`src/rtl/adder_pkg.sv`:
```
// Shared helpers for the segmented adder: carry-segment bounds and widths.
package adder_pkg;

  function automatic int ceil_div(input int a, input int b);
    return (a + b - 1) / b;
  endfunction

  // Lower bit index of segment k; segments past the top of the chain are empty.
  function automatic int seg_lo(input int width, input int stages, input int k);
    int lo;
    lo = k * ceil_div(width, stages);
    return (lo > width) ? width : lo;
  endfunction

  function automatic int seg_hi(input int width, input int stages, input int k);
    return seg_lo(width, stages, k + 1);
  endfunction

  function automatic int seg_width(input int width, input int stages, input int k);
    return seg_hi(width, stages, k) - seg_lo(width, stages, k);
  endfunction

endpackage

```
`src/rtl/adder_segment.sv`:
```
// One carry segment: a plain ripple add of W bits with carry in and carry out.
module adder_segment #(
  parameter int unsigned W = 8
) (
  input  logic [W-1:0] a,
  input  logic [W-1:0] b,
  input  logic         ci,
  output logic [W-1:0] s,
  output logic         co
);

  assign {co, s} = {1'b0, a} + {1'b0, b} + {{W{1'b0}}, ci};

endmodule

```
`src/rtl/pipelined_unsigned_adder.sv`:
```
// Pipelined unsigned adder: the carry chain is cut into STAGES registered segments with a
// valid/ready handshake and bubble-collapsing per-stage valid bits.
module pipelined_unsigned_adder
  import adder_pkg::*;
#(
  parameter int unsigned WIDTH_A = 57,
  parameter int unsigned WIDTH_B = 57,
  parameter int unsigned STAGES  = 4
) (
  input  logic               clk,
  input  logic               rst,
  input  logic               in_valid,
  output logic               in_ready,
  input  logic [WIDTH_A-1:0] A,
  input  logic [WIDTH_B-1:0] B,
  input  logic               cin,
  output logic               out_valid,
  input  logic               out_ready,
  output logic [WIDTH_A:0]   Sum
);

  logic [WIDTH_A-1:0] a_q   [STAGES];
  logic [WIDTH_A-1:0] b_q   [STAGES];
  logic [WIDTH_A-1:0] s_q   [STAGES];
  logic [WIDTH_A-1:0] a_src [STAGES];
  logic [WIDTH_A-1:0] b_src [STAGES];
  logic [WIDTH_A-1:0] s_src [STAGES];
  logic [WIDTH_A-1:0] s_nxt [STAGES];
  logic               c_nxt [STAGES];
  logic [STAGES-1:0]  c_q, v_q, c_src, v_src, load;
  logic [WIDTH_A-1:0] b_ext;
  logic               accept;

  if (WIDTH_B == WIDTH_A) begin : g_b_full
    assign b_ext = B;
  end else begin : g_b_zext
    assign b_ext = {{(WIDTH_A - WIDTH_B){1'b0}}, B};
  end

  // A stage may load when it is empty or its contents leave this cycle; walk from the output.
  always_comb begin
    logic free;
    free = out_ready;
    load = '0;
    for (int k = int'(STAGES) - 1; k >= 0; k--) begin
      load[k] = !v_q[k] || free;
      free    = load[k];
    end
  end

  assign in_ready  = !rst && load[0];
  assign accept    = in_valid && in_ready;
  assign out_valid = v_q[STAGES-1];
  assign Sum       = {c_q[STAGES-1], s_q[STAGES-1]};

  always_comb begin
    a_src[0] = A;
    b_src[0] = b_ext;
    s_src[0] = '0;
    c_src    = '0;
    v_src    = '0;
    c_src[0] = cin;
    v_src[0] = accept;
    for (int k = 1; k < int'(STAGES); k++) begin
      a_src[k] = a_q[k-1];
      b_src[k] = b_q[k-1];
      s_src[k] = s_q[k-1];
      c_src[k] = c_q[k-1];
      v_src[k] = v_q[k-1];
    end
  end

  for (genvar k = 0; k < int'(STAGES); k++) begin : g_stage
    localparam int Lo = seg_lo(WIDTH_A, STAGES, k);
    localparam int Hi = seg_hi(WIDTH_A, STAGES, k);
    localparam int W  = seg_width(WIDTH_A, STAGES, k);

    if (W > 0) begin : g_add
      logic [W-1:0] seg_s;

      adder_segment #(
        .W (W)
      ) u_seg (
        .a  (a_src[k][Hi-1:Lo]),
        .b  (b_src[k][Hi-1:Lo]),
        .ci (c_src[k]),
        .s  (seg_s),
        .co (c_nxt[k])
      );

      // Bits at and above Lo of the incoming partial sum are still zero.
      assign s_nxt[k] = s_src[k] | (WIDTH_A'(seg_s) << Lo);
    end else begin : g_pass
      assign s_nxt[k] = s_src[k];
      assign c_nxt[k] = c_src[k];
    end
  end

  always_ff @(posedge clk or posedge rst) begin
    if (rst) begin
      v_q <= '0;
      c_q <= '0;
      for (int k = 0; k < int'(STAGES); k++) begin
        a_q[k] <= '0;
        b_q[k] <= '0;
        s_q[k] <= '0;
      end
    end else begin
      for (int k = 0; k < int'(STAGES); k++) begin
        if (load[k]) begin
          v_q[k] <= v_src[k];
          if (v_src[k]) begin
            a_q[k] <= a_src[k];
            b_q[k] <= b_src[k];
            s_q[k] <= s_nxt[k];
            c_q[k] <= c_nxt[k];
          end
        end
      end
    end
  end

endmodule

```
`config.mk`:
```
export PLATFORM = sky130hd
export DESIGN_NAME = pipelined_unsigned_adder
export DESIGN_NICKNAME = d
export VERILOG_FILES = /design/src/rtl/adder_pkg.sv /design/src/rtl/adder_segment.sv /design/src/rtl/pipelined_unsigned_adder.sv
export SDC_FILE = /design/constraint.sdc
export NUM_CORES = 1
export LEC_CHECK = 0
export BUFFER_PORTS_ARGS = -buffer_cell sky130_fd_sc_hd__buf_2
export CAP_MARGIN = 30
export CORE_MARGIN = 3
export CORE_UTILIZATION = 46
export CTS_CLUSTER_SIZE = 12
export DETAILED_ROUTE_END_ITERATION = 8
export GPL_TIMING_DRIVEN = 0
export PLACE_DENSITY = 0.69
export SYNTH_ARGS = -nofsm -noshare
export SYNTH_HDL_FRONTEND = slang
export SYNTH_SLANG_ARGS = --single-unit
```
`constraint.sdc`:
```
create_clock -name clk -period 10.4 [get_ports clk]
set_clock_uncertainty 0.2 [all_clocks]
set_input_delay 2.08 -clock clk [delete_from_list [all_inputs] [get_ports clk]]
set_output_delay 2.08 -clock clk [all_outputs]
set_load 0.02 [all_outputs]
```
==> results.toml <==
[logic_synthesis]
postSynth.asyncResetShare = 1.00
yosys_warnings = 0
yosysMostFrequentCell = "nand2_1"
synth_fp_nets = 1580
syn_inst = 1400
syn_area_mm2 = 0.0143
synth_top_area_frac = 0.556
seq_area_frac_synth = 0.556
synth.largest_area_cell = "dfrtp_1"
syn_avg_cell_area_um2 = 10.2
synth_commonest_cells = "nand2_1 (525), dfrtp_1 (317), mux2_2 (103)"
ys_ff_latch = 317
ys_top_cells_by_area = "dfrtp_1 (56%), nand2_1 (14%), mux2_2 (8.1%), ha_1 (4.6%), o21ai_0 (2.4%)"
synth-main-ff-cell = "dfrtp_1"
synth_cell_types = 61
synth-edff-count = 0

[setup_path]
cp_slowest_stage_delay_ns = 0.39
start_kind = "input pin"
critPathRequiredTime_ns = 8.12
path_cells = "buf_2, nand3b_1, nor2_1, a21oi_1, buf_2"
crit_type = "in -> out"
endpoint_kind = "output pin"
crit_top_cell = "buf_2"
slowest_stage = "a21oi_1"
critPathMaxFanout = 3
arrival_ns = 3.06

[timing]
fin_crit_sh = 0.514
relSlewSlack = 0.518
finalHoldViolations = 0
fmax_mhz = 187
rsz0062_at_grt = "no"
worst_pin_slew_ns = 0.722
setup_viol = 0
slew_viol_final = 0
setup_tns_ns = 0
fin_crit_ns = 5.34
layout_setup_ws_ns = 5.06

[floorplanning]
die_height_um = 182
die-area_mm2 = 0.0332
coreArea_mm2 = 0.0301
ioPinCount = 179
initial_utilization = 0.474
die_width_um = 182
rows = 63

[layout]
layout.nets = 1803
drive_gt1_frac = 0.220
layout-area-overhead-vs-synth_pct = 18.9
final_core_util = 0.563
final_cell_area_mm2 = 0.0170

[clocking]
cts_buffers = 35
root_buffer = "clkbuf_16"
cts_resized = 0
clock_sinks = 317
path_clk_slew_ns = 0.06
htreeDepth = 2
cts_hold_buf = 0
post_cts.repair.setup_buffers = 0
clk_latency_ns = 0.50
clockBufferDepth = 3
cts_tree = "yes"

[global_routing]
grt_pass1_wl_mm = 54.8
groute.usage.overall = 0.203
antenna_found_initial = 1
grt_overflow = 0
grt_pass1_vias = 10860
grt_max_degree = 43

[pwr]
total_power_w = 0.00404
leakagePower_nw = 8.72
powerDensity_mw_per_mm2 = 238
irDropWorstVdd_mv = 0.142

[route]
wl_mm = 33.5
firstDrtPassIters = 5
ant_nets = 0
drt-initial-drc-count = 666
vias = 10473
wl_per_cell_um = 16.5
drc = 0
viasPerCell = 5.15

[hold_path]
hold_path_class = "reg -> reg"

[placed_design]
dp_slack_ns = 5.07
placed_cell_area_mm2 = 0.0158
portBuffers = 178
dp_hpwl_mm = 24.7
gp_congestion = 0.895

[flow_run]
maxCapViolCount = 0

[outcome]
status = "finished, final reports clean"
power breakdown:
part           internal, W  switching, W  total, W
clock             0.000755      0.000475   0.00123
combinational     0.000458      0.000600   0.00106
sequential         0.00157      0.000185   0.00175
total              0.00278       0.00126   0.00404
layer usage:
| layer | GRT usage | share of wire |
|---|---|---|
| met1 | 0.266 | 0.44 |
| met4 | 0.0801 | 0.040 |
| met3 | 0.0343 | 0.044 |
| met2 | 0.340 | 0.48 |
| met5 | 0 | 0 |
sequential cells by signal (all words and copies together) (netlist names):
register / count
s_q: 90
a_q: 81
b_q: 81
Sum: 57
c_q: 4
v_q: 4
through the flow:
step	hold slack (ns)	instances
after floorplan	0.239	1400
after global placement	0.247	1968
after detailed placement	0.251	1976
after CTS	0.263	2034
after global routing	0.291	2035
final	0.259	2035
final cells by class:
type,instances,area [um2]
buffer,62,253
inverter,23,90.1
sequential,317,7930
antenna,1,2.50
clock inverter,1,30.0
multi-input combinational,998,5990
tap,390,488
timing repair buffer,186,1050
fill,2626,13200
clock buffer,57,1120
worst paths after layout:
kind,from,slack [ns],depth (start not counted),endpoint
worst min-delay path,b_q[210],0.26,2,b_q[153]
max in group asynchronous,rst,7.33,5,a_q[213]
worst max-delay path,out_ready,5.06,5,in_ready
min in group asynchronous,rst,1.54,2,a_q[227]
worst min register to register,b_q[210],0.26,2,b_q[153]
worst max register to register,a_q[186],7.51,9,s_q[137]
logic make-up after synthesis:
kind of cell	Yosys count	share of synthesized area
AO/OA/AOI/OAI	195	0.0890
XOR/XNOR	33	0.0203
adder cells (fa/ha/maj)	61	0.0577
buffers and inverters	85	0.0238
flip-flops	317	0.556
multiplexers	104	0.0820
AND/OR/NAND/NOR	605	0.171
placed cells by master, fill, tap and decap left out, types with 4 or more instances in the layout:
cell       netlist  final
nand4_1          5      5
a31oi_1          5      5
mux2_2         103    103
o21bai_1         6      6
nand2_1        525    525
clkbuf_16        0     37
ha_1            53     53
o21ai_0         67     67
nor3b_1          6      6
o21a_1           6      6
fa_1             8      8
nand2b_1        10     10
a21o_1          18     18
xnor2_1         17     17
buf_1           16     16
nand3_1          7      7
inv_1           23     22
o211ai_1         5      5
xor2_1          16     16
clkbuf_8         0     12
clkbuf_1        30     38
dfrtp_1        317    317
a21oi_1         34     34
and3_1           4      4
buf_12           0      8
a211oi_1        12     12
nor3_1           6      6
o31ai_1         11     11
buf_2           16    194
nor2_1          19     19
critical path: cells and delay by family:
family | cells | cell delay [ns]
and+or+nand+nor | 2 | 0.25
AOI/OAI and AO/OA | 1 | 0.39
buffers and inverters | 2 | 0.34
(Power assumes the default switching activity.)
